$ cat src/rtl/traffic_light_ctrl_param_if.sv
// traffic_light_ctrl_param_if: tick/request inputs and light/countdown outputs of the traffic controller
interface traffic_light_ctrl_param_if #(parameter int TW = 4);
    logic          tick;
    logic          night_mode;
    logic          ped_req_ns;
    logic          ped_req_ew;
    logic [2:0]    ns_light;
    logic [2:0]    ew_light;
    logic          walk_ns;
    logic          walk_ew;
    logic [TW-1:0] time_left;
    logic [2:0]    state_o;
    modport master (
        output tick, night_mode, ped_req_ns, ped_req_ew,
        input  ns_light, ew_light, walk_ns, walk_ew, time_left, state_o
    );
    modport slave (
        input  tick, night_mode, ped_req_ns, ped_req_ew,
        output ns_light, ew_light, walk_ns, walk_ew, time_left, state_o
    );
endinterface

$ cat src/rtl/traffic_light_ctrl_param.sv
// traffic_light_ctrl_param: NS/EW light sequencer with ped calls, early green end and night flashing
module traffic_light_ctrl_param #(
    parameter int GREEN_T   = 6,
    parameter int MIN_GREEN = 2,
    parameter int YELLOW_T  = 2,
    parameter int ALLRED_T  = 2,
    parameter int TW        = 4
) (
    input logic clk,
    input logic reset,
    traffic_light_ctrl_param_if.slave bus
);
    typedef enum logic [2:0] {
        NS_GREEN  = 3'd0,
        NS_YELLOW = 3'd1,
        ALLRED1   = 3'd2,
        EW_GREEN  = 3'd3,
        EW_YELLOW = 3'd4,
        ALLRED2   = 3'd5,
        FLASH     = 3'd6
    } state_t;
    state_t        state, state_n;
    logic [TW-1:0] timer, timer_n, last;
    logic          ped_ns, ped_ns_n, ped_ew, ped_ew_n;
    logic          flash, flash_n;
    logic          early, done;
    always_ff @(posedge clk or posedge reset) begin
        if (reset) begin
            state  <= ALLRED2;
            timer  <= '0;
            ped_ns <= 1'b0;
            ped_ew <= 1'b0;
            flash  <= 1'b0;
        end else begin
            state  <= state_n;
            timer  <= timer_n;
            ped_ns <= ped_ns_n;
            ped_ew <= ped_ew_n;
            flash  <= flash_n;
        end
    end
    // last = DUR-1 of the current phase; FLASH has no countdown
    always_comb begin
        last  = (state == NS_GREEN  || state == EW_GREEN)  ? TW'(GREEN_T - 1)  :
                (state == NS_YELLOW || state == EW_YELLOW) ? TW'(YELLOW_T - 1) :
                (state == FLASH) ? '0 : TW'(ALLRED_T - 1);
        early = bus.tick && timer >= TW'(MIN_GREEN - 1) &&
                ((state == NS_GREEN && ped_ew) || (state == EW_GREEN && ped_ns));
        done  = bus.tick && (timer == last || early);
    end
    always_comb begin
        state_n = state;
        case (state)
            NS_GREEN:  state_n = done ? NS_YELLOW : state;
            NS_YELLOW: state_n = done ? ALLRED1 : state;
            ALLRED1:   state_n = done ? (bus.night_mode ? FLASH : EW_GREEN) : state;
            EW_GREEN:  state_n = done ? EW_YELLOW : state;
            EW_YELLOW: state_n = done ? ALLRED2 : state;
            ALLRED2:   state_n = done ? (bus.night_mode ? FLASH : NS_GREEN) : state;
            FLASH:     state_n = (bus.tick && !bus.night_mode) ? ALLRED2 : state;
            default:   state_n = ALLRED2;
        endcase
        timer_n  = (state_n != state || state == FLASH) ? '0 :
                   bus.tick ? timer + 1'b1 : timer;
        flash_n  = (state != FLASH) ? 1'b0 :
                   bus.tick ? (bus.night_mode & ~flash) : flash;
        // entering a green clears its latch, winning over a same-cycle press
        ped_ns_n = (state_n == NS_GREEN && state != NS_GREEN) ? 1'b0 :
                   ped_ns | (bus.ped_req_ns && state != NS_GREEN);
        ped_ew_n = (state_n == EW_GREEN && state != EW_GREEN) ? 1'b0 :
                   ped_ew | (bus.ped_req_ew && state != EW_GREEN);
    end
    assign bus.ns_light  = state == NS_GREEN  ? 3'b001 :
                           state == NS_YELLOW ? 3'b010 :
                           state == FLASH     ? (flash ? 3'b010 : 3'b000) : 3'b100;
    assign bus.ew_light  = state == EW_GREEN  ? 3'b001 :
                           state == EW_YELLOW ? 3'b010 :
                           state == FLASH     ? (flash ? 3'b100 : 3'b000) : 3'b100;
    assign bus.walk_ns   = state == NS_GREEN;
    assign bus.walk_ew   = state == EW_GREEN;
    assign bus.time_left = last - timer;
    assign bus.state_o   = state;
endmodule
$ cat src/flat_wrapper.sv
// flat-port wrapper written by rule: the top's interface ports become plain ports
module traffic_light_ctrl_param_flat 
#(
    parameter int GREEN_T   = 6,
    parameter int MIN_GREEN = 2,
    parameter int YELLOW_T  = 2,
    parameter int ALLRED_T  = 2,
    parameter int TW        = 4
)
  (clk, reset, bus_tick, bus_night_mode, bus_ped_req_ns, bus_ped_req_ew, bus_ns_light, bus_ew_light, bus_walk_ns, bus_walk_ew, bus_time_left, bus_state_o);
  traffic_light_ctrl_param_if #(.TW(TW)) bus_i ();
  input logic clk;
  input logic reset;
  input wire logic [$bits(bus_i.tick)-1:0] bus_tick;
  input wire logic [$bits(bus_i.night_mode)-1:0] bus_night_mode;
  input wire logic [$bits(bus_i.ped_req_ns)-1:0] bus_ped_req_ns;
  input wire logic [$bits(bus_i.ped_req_ew)-1:0] bus_ped_req_ew;
  output wire logic [$bits(bus_i.ns_light)-1:0] bus_ns_light;
  output wire logic [$bits(bus_i.ew_light)-1:0] bus_ew_light;
  output wire logic [$bits(bus_i.walk_ns)-1:0] bus_walk_ns;
  output wire logic [$bits(bus_i.walk_ew)-1:0] bus_walk_ew;
  output wire logic [$bits(bus_i.time_left)-1:0] bus_time_left;
  output wire logic [$bits(bus_i.state_o)-1:0] bus_state_o;
  assign bus_i.tick = bus_tick;
  assign bus_i.night_mode = bus_night_mode;
  assign bus_i.ped_req_ns = bus_ped_req_ns;
  assign bus_i.ped_req_ew = bus_ped_req_ew;
  assign bus_ns_light = bus_i.ns_light;
  assign bus_ew_light = bus_i.ew_light;
  assign bus_walk_ns = bus_i.walk_ns;
  assign bus_walk_ew = bus_i.walk_ew;
  assign bus_time_left = bus_i.time_left;
  assign bus_state_o = bus_i.state_o;
  traffic_light_ctrl_param #(.GREEN_T(GREEN_T), .MIN_GREEN(MIN_GREEN), .YELLOW_T(YELLOW_T), .ALLRED_T(ALLRED_T), .TW(TW)) u_core (.clk(clk), .reset(reset), .bus(bus_i));
endmodule
$ cat config.mk
export PLATFORM = sky130hd
export DESIGN_NAME = traffic_light_ctrl_param_flat
export DESIGN_NICKNAME = d
export VERILOG_FILES = /design/src/rtl/traffic_light_ctrl_param_if.sv /design/src/rtl/traffic_light_ctrl_param.sv /design/src/flat_wrapper.sv
export SDC_FILE = /design/constraint.sdc
export NUM_CORES = 1
export LEC_CHECK = 0
export CAP_MARGIN = 20
export CORE_MARGIN = 10
export CORE_UTILIZATION = 33
export DETAILED_ROUTE_END_ITERATION = 12
export SETUP_SLACK_MARGIN = 0.05
export SLEW_MARGIN = 20
export SYNTH_ARGS = -nofsm -noshare
export SYNTH_HDL_FRONTEND = slang
export SYNTH_SLANG_ARGS = --single-unit
$ cat constraint.sdc
create_clock -name clk -period 2.7 [get_ports clk]
set_input_delay 0.54 -clock clk [delete_from_list [all_inputs] [get_ports clk]]
set_output_delay 0.54 -clock clk [all_outputs]
set_load 0.02 [all_outputs]
==> impl_results.md <==
* Run status: finished clean
* Standard cell core area at about 0.0025 mm²
* Setup violation total in the final timing report at 0
* Start-to-end type of the worst setup path: reg2out
* Element type at the critical path end: output port
* Synthesis-to-finish area growth at 41.2%
* Setup repair after global routing missed its margin: true
* Tightest slew margin relative to the limit at 70.0%
* Clock tree from TritonCTS: yes
* Number of flops mapped to enable cells by yosys at 0
* Commonest cells in the synthesized netlist: sky130_fd_sc_hd__nand2_1, sky130_fd_sc_hd__dfrtp_1, sky130_fd_sc_hd__inv_1
* Clock insertion delay at the later pin of the skew report at around 0.27 ns
* Average routed wire per standard cell at around 14 µm
* Share of the synthesized area in the top cell type at 23.2%
* Count of nets left with antenna violations after detail routing at 0
* Class of the worst hold path: in2async
* Post-synthesis sequential area ratio at 29.2%
* Number of filler instances in the final layout at about 250
* Largest net degree at the start of global routing at 21
* # Post-CTS Setup Buffers at 0
* Pwr dens at 1260 mW/mm²
* Number of global-route vias before repair at around 800
* Static leakage power at 0.519 nW
* Fraction of layout instances using a drive strength above 1 at 28.9%
* Number of design-rule violations left by the first detailed-router iteration at 39
* Dpl cells at 154
* Cell at the root of the clock tree: sky130_fd_sc_hd__clkbuf_4
* Max-cap violation count at 0
* Antenna diode count at 0
* CTS Sinks at 10
* Port-buffer cells at 20
* Die span in x at 71.2 µm
* Half-perimeter wire length after placement at 1.78 mm
* Maximum number of buffers from clock root to sink at 2
* Effective utilization at floorplan at 34.6%
* Gpl congestion at between 0.8 and 0.9
* CP Launch Type: flip-flop
* Register-to-Register Path Depth at 9
* Mapped Cells at 99
* H-tree lvl count at 1
* Utilization after layout at 48.8%
* Minimum period implied by the final worst setup slack at roughly 2.6 ns
* Average size of a mapped cell at 8.73 µm²
* Number of iterations in the first detailed-routing pass at 4
* Required arrival time at the worst endpoint at 2.16 ns
* Critical path fanouts, max at 4
* Per-cell via count in the routed design at approximately 5.0
* Most common cell in the netlist: sky130_fd_sc_hd__nand2_1
* Area taken by multi-input logic gates at 577 µm²
* Clk_skew at 0.00238 ns
* Number of antenna violations at the first check in global routing at 0
* Total via count after detailed routing at approximately 800
* Arrival time of the worst setup path at 2.02 ns
* Number of core rows at 18
* Routed wire length at 2.20 mm
* Die height at 71.2 µm
* Largest voltage drop on the vdd net at 0.755 mV
* Distinct cell type count after synthesis at 42
* Die footprint at about 0.005 mm²
* Overall routing resource usage at a little under a tenth
* Number of remaining DRC errors at 0
* # hold bufs at CTS at 0
* Final #Nets at 141
* Clk slew on worst S/H paths at approximately 0.070 ns
* Cell Area, Synth at 865 µm²
* CTS Buf Count at 3
* Number of nets in the synthesized netlist at 111
* IO Count at 21
* Sequential cell area in the final layout at roughly 250 µm²
* Timing-limited maximum frequency at 0.390 GHz
* Number of failing hold endpoints at the final stage at 0
* Transition time at the pin with the least slew margin at between 0.4 and 0.5 ns
* Pins Over Slew Limit at 0
* Gates resized, CTS repair at 10
* Wire length of the first global-routing pass at a little under 4 mm
* Library cell occupying the most area in the post-synthesis netlist: sky130_fd_sc_hd__dfrtp_1
* Synthesis Warnings at 0
* Top cells by area, synth: sky130_fd_sc_hd__dfrtp_1, sky130_fd_sc_hd__ha_1, sky130_fd_sc_hd__dfstp_2, sky130_fd_sc_hd__nand2_1, sky130_fd_sc_hd__nor3_1
* Leading register cell type out of synthesis: sky130_fd_sc_hd__dfrtp_1
* Final non-filler cell total at 158
* Flops & latches, synth at 10
* Remaining global-route overflow at 0
* Final cycle utilization of the critical path at between 90% and 100%
* Share of synthesized flip-flops with an asynchronous set or reset at between 90% and 100%
* Total Power at 1.54 mW
layout by cell type, fill, tap and decap left out, types with 2 or more instances in the layout:
cell,synthesis,layout
sky130_fd_sc_hd__clkdlybuf4s50_1,0,15
sky130_fd_sc_hd__a31oi_1,4,3
sky130_fd_sc_hd__o21a_1,2,2
sky130_fd_sc_hd__nor3_1,6,5
sky130_fd_sc_hd__a21oi_1,4,4
sky130_fd_sc_hd__clkbuf_4,0,3
sky130_fd_sc_hd__or2_2,3,3
sky130_fd_sc_hd__nand4_1,2,2
sky130_fd_sc_hd__dfrtp_1,8,8
sky130_fd_sc_hd__ha_1,6,5
sky130_fd_sc_hd__nor2_1,4,3
sky130_fd_sc_hd__nand2_1,9,9
sky130_fd_sc_hd__inv_1,8,7
sky130_fd_sc_hd__o21ai_0,4,4
sky130_fd_sc_hd__xor2_1,3,2
sky130_fd_sc_hd__dlygate4sd2_1,0,2
sky130_fd_sc_hd__buf_4,2,14
sky130_fd_sc_hd__xnor2_1,2,2
sky130_fd_sc_hd__dfstp_2,2,2
routing by layer:
metal	share of wire [%]	vias to the layer above	global-route usage, %
met5	0	-	0
met4	0.41	0	1.29
met3	7.8	2	4.32
met2	48	24	14.2
met1	43	361	11.1
li1	-	409	-
registers in the layout, indices dropped and copies added (netlist names):
signal / count
u_core.bus.state_o: 3
u_core.flash: 1
u_core.ped_ew: 1
u_core.ped_ns: 1
u_core.timer: 4
worst max-delay path, stage by stage (launching register included):
cell and delay [ns]:
sky130_fd_sc_hd__dfstp_2 0.56, sky130_fd_sc_hd__nand2_1 0.04, sky130_fd_sc_hd__or2_2 0.28, sky130_fd_sc_hd__inv_2 0.06, sky130_fd_sc_hd__or2_2 0.12, sky130_fd_sc_hd__ha_4 0.19, sky130_fd_sc_hd__a31oi_2 0.22, sky130_fd_sc_hd__xor2_2 0.14
sky130_fd_sc_hd__buf_4 0.15
path summary, 6_finish.rpt:
| check | from | end | slack, ns |
|---|---|---|---|
| setup / recovery | u_core.bus.state_o[0] | bus_time_left[3] | 0.14 |
| hold / removal | reset | u_core.flash | 0.54 |
| setup reg to reg | u_core.bus.state_o[2] | u_core.ped_ew | 0.35 |
| hold reg to reg | u_core.ped_ns | u_core.ped_ns | 0.57 |
| max in group asynchronous | reset | u_core.bus.state_o[0] | 1.85 |
| min in group clk | u_core.ped_ns | u_core.ped_ns | 0.57 |
cell type report:
cell class | count | share of cell area, %
tap | 30 | 3.07
timing repair buffer | 33 | 23.6
inverter | 8 | 2.46
sequential | 10 | 20.7
multi-input combinational | 73 | 47.2
clock buffer | 4 | 2.97
report_power, final:
part / total (mW) / internal [mW] / switching, mW / leakage (nW)
combinational: 1.13 / 0.528 / 0.600 / 0.379
sequential: 0.280 / 0.214 / 0.0665 / 0.119
clock: 0.136 / 0.0819 / 0.0538 / 0.0210
total: 1.54 / 0.824 / 0.720 / 0.519
cells by family after synthesis:
kind of cell	count (synthesis)	share of synthesized area, %
fa+ha+maj	6	8.68
simple gates	36	24.9
buf+inv	16	7.96
xor+xnor	5	5.07
flops	10	29.2
mux	2	2.46
compound gates	24	21.7
metrics by stage:
| step | setup TNS, ns | hold WS (ns) | worst slack (ns) | cell area [µm²] |
|---|---|---|---|---|
| 2_1_floorplan | 0 | 0.379 | 0.0856 | 922 |
| 3_3_place_gp | -0.0306 | 0.560 | -0.0306 | 1190 |
| 3_5_place_dp | -0.0455 | 0.559 | -0.0455 | 1190 |
| 4_1_cts | 0 | 0.548 | 0.0535 | 1220 |
| 5_1_grt | 0 | 0.566 | 0.0289 | 1220 |
| 6_report | 0 | 0.539 | 0.137 | 1220 |
(Power assumes the default switching activity.)
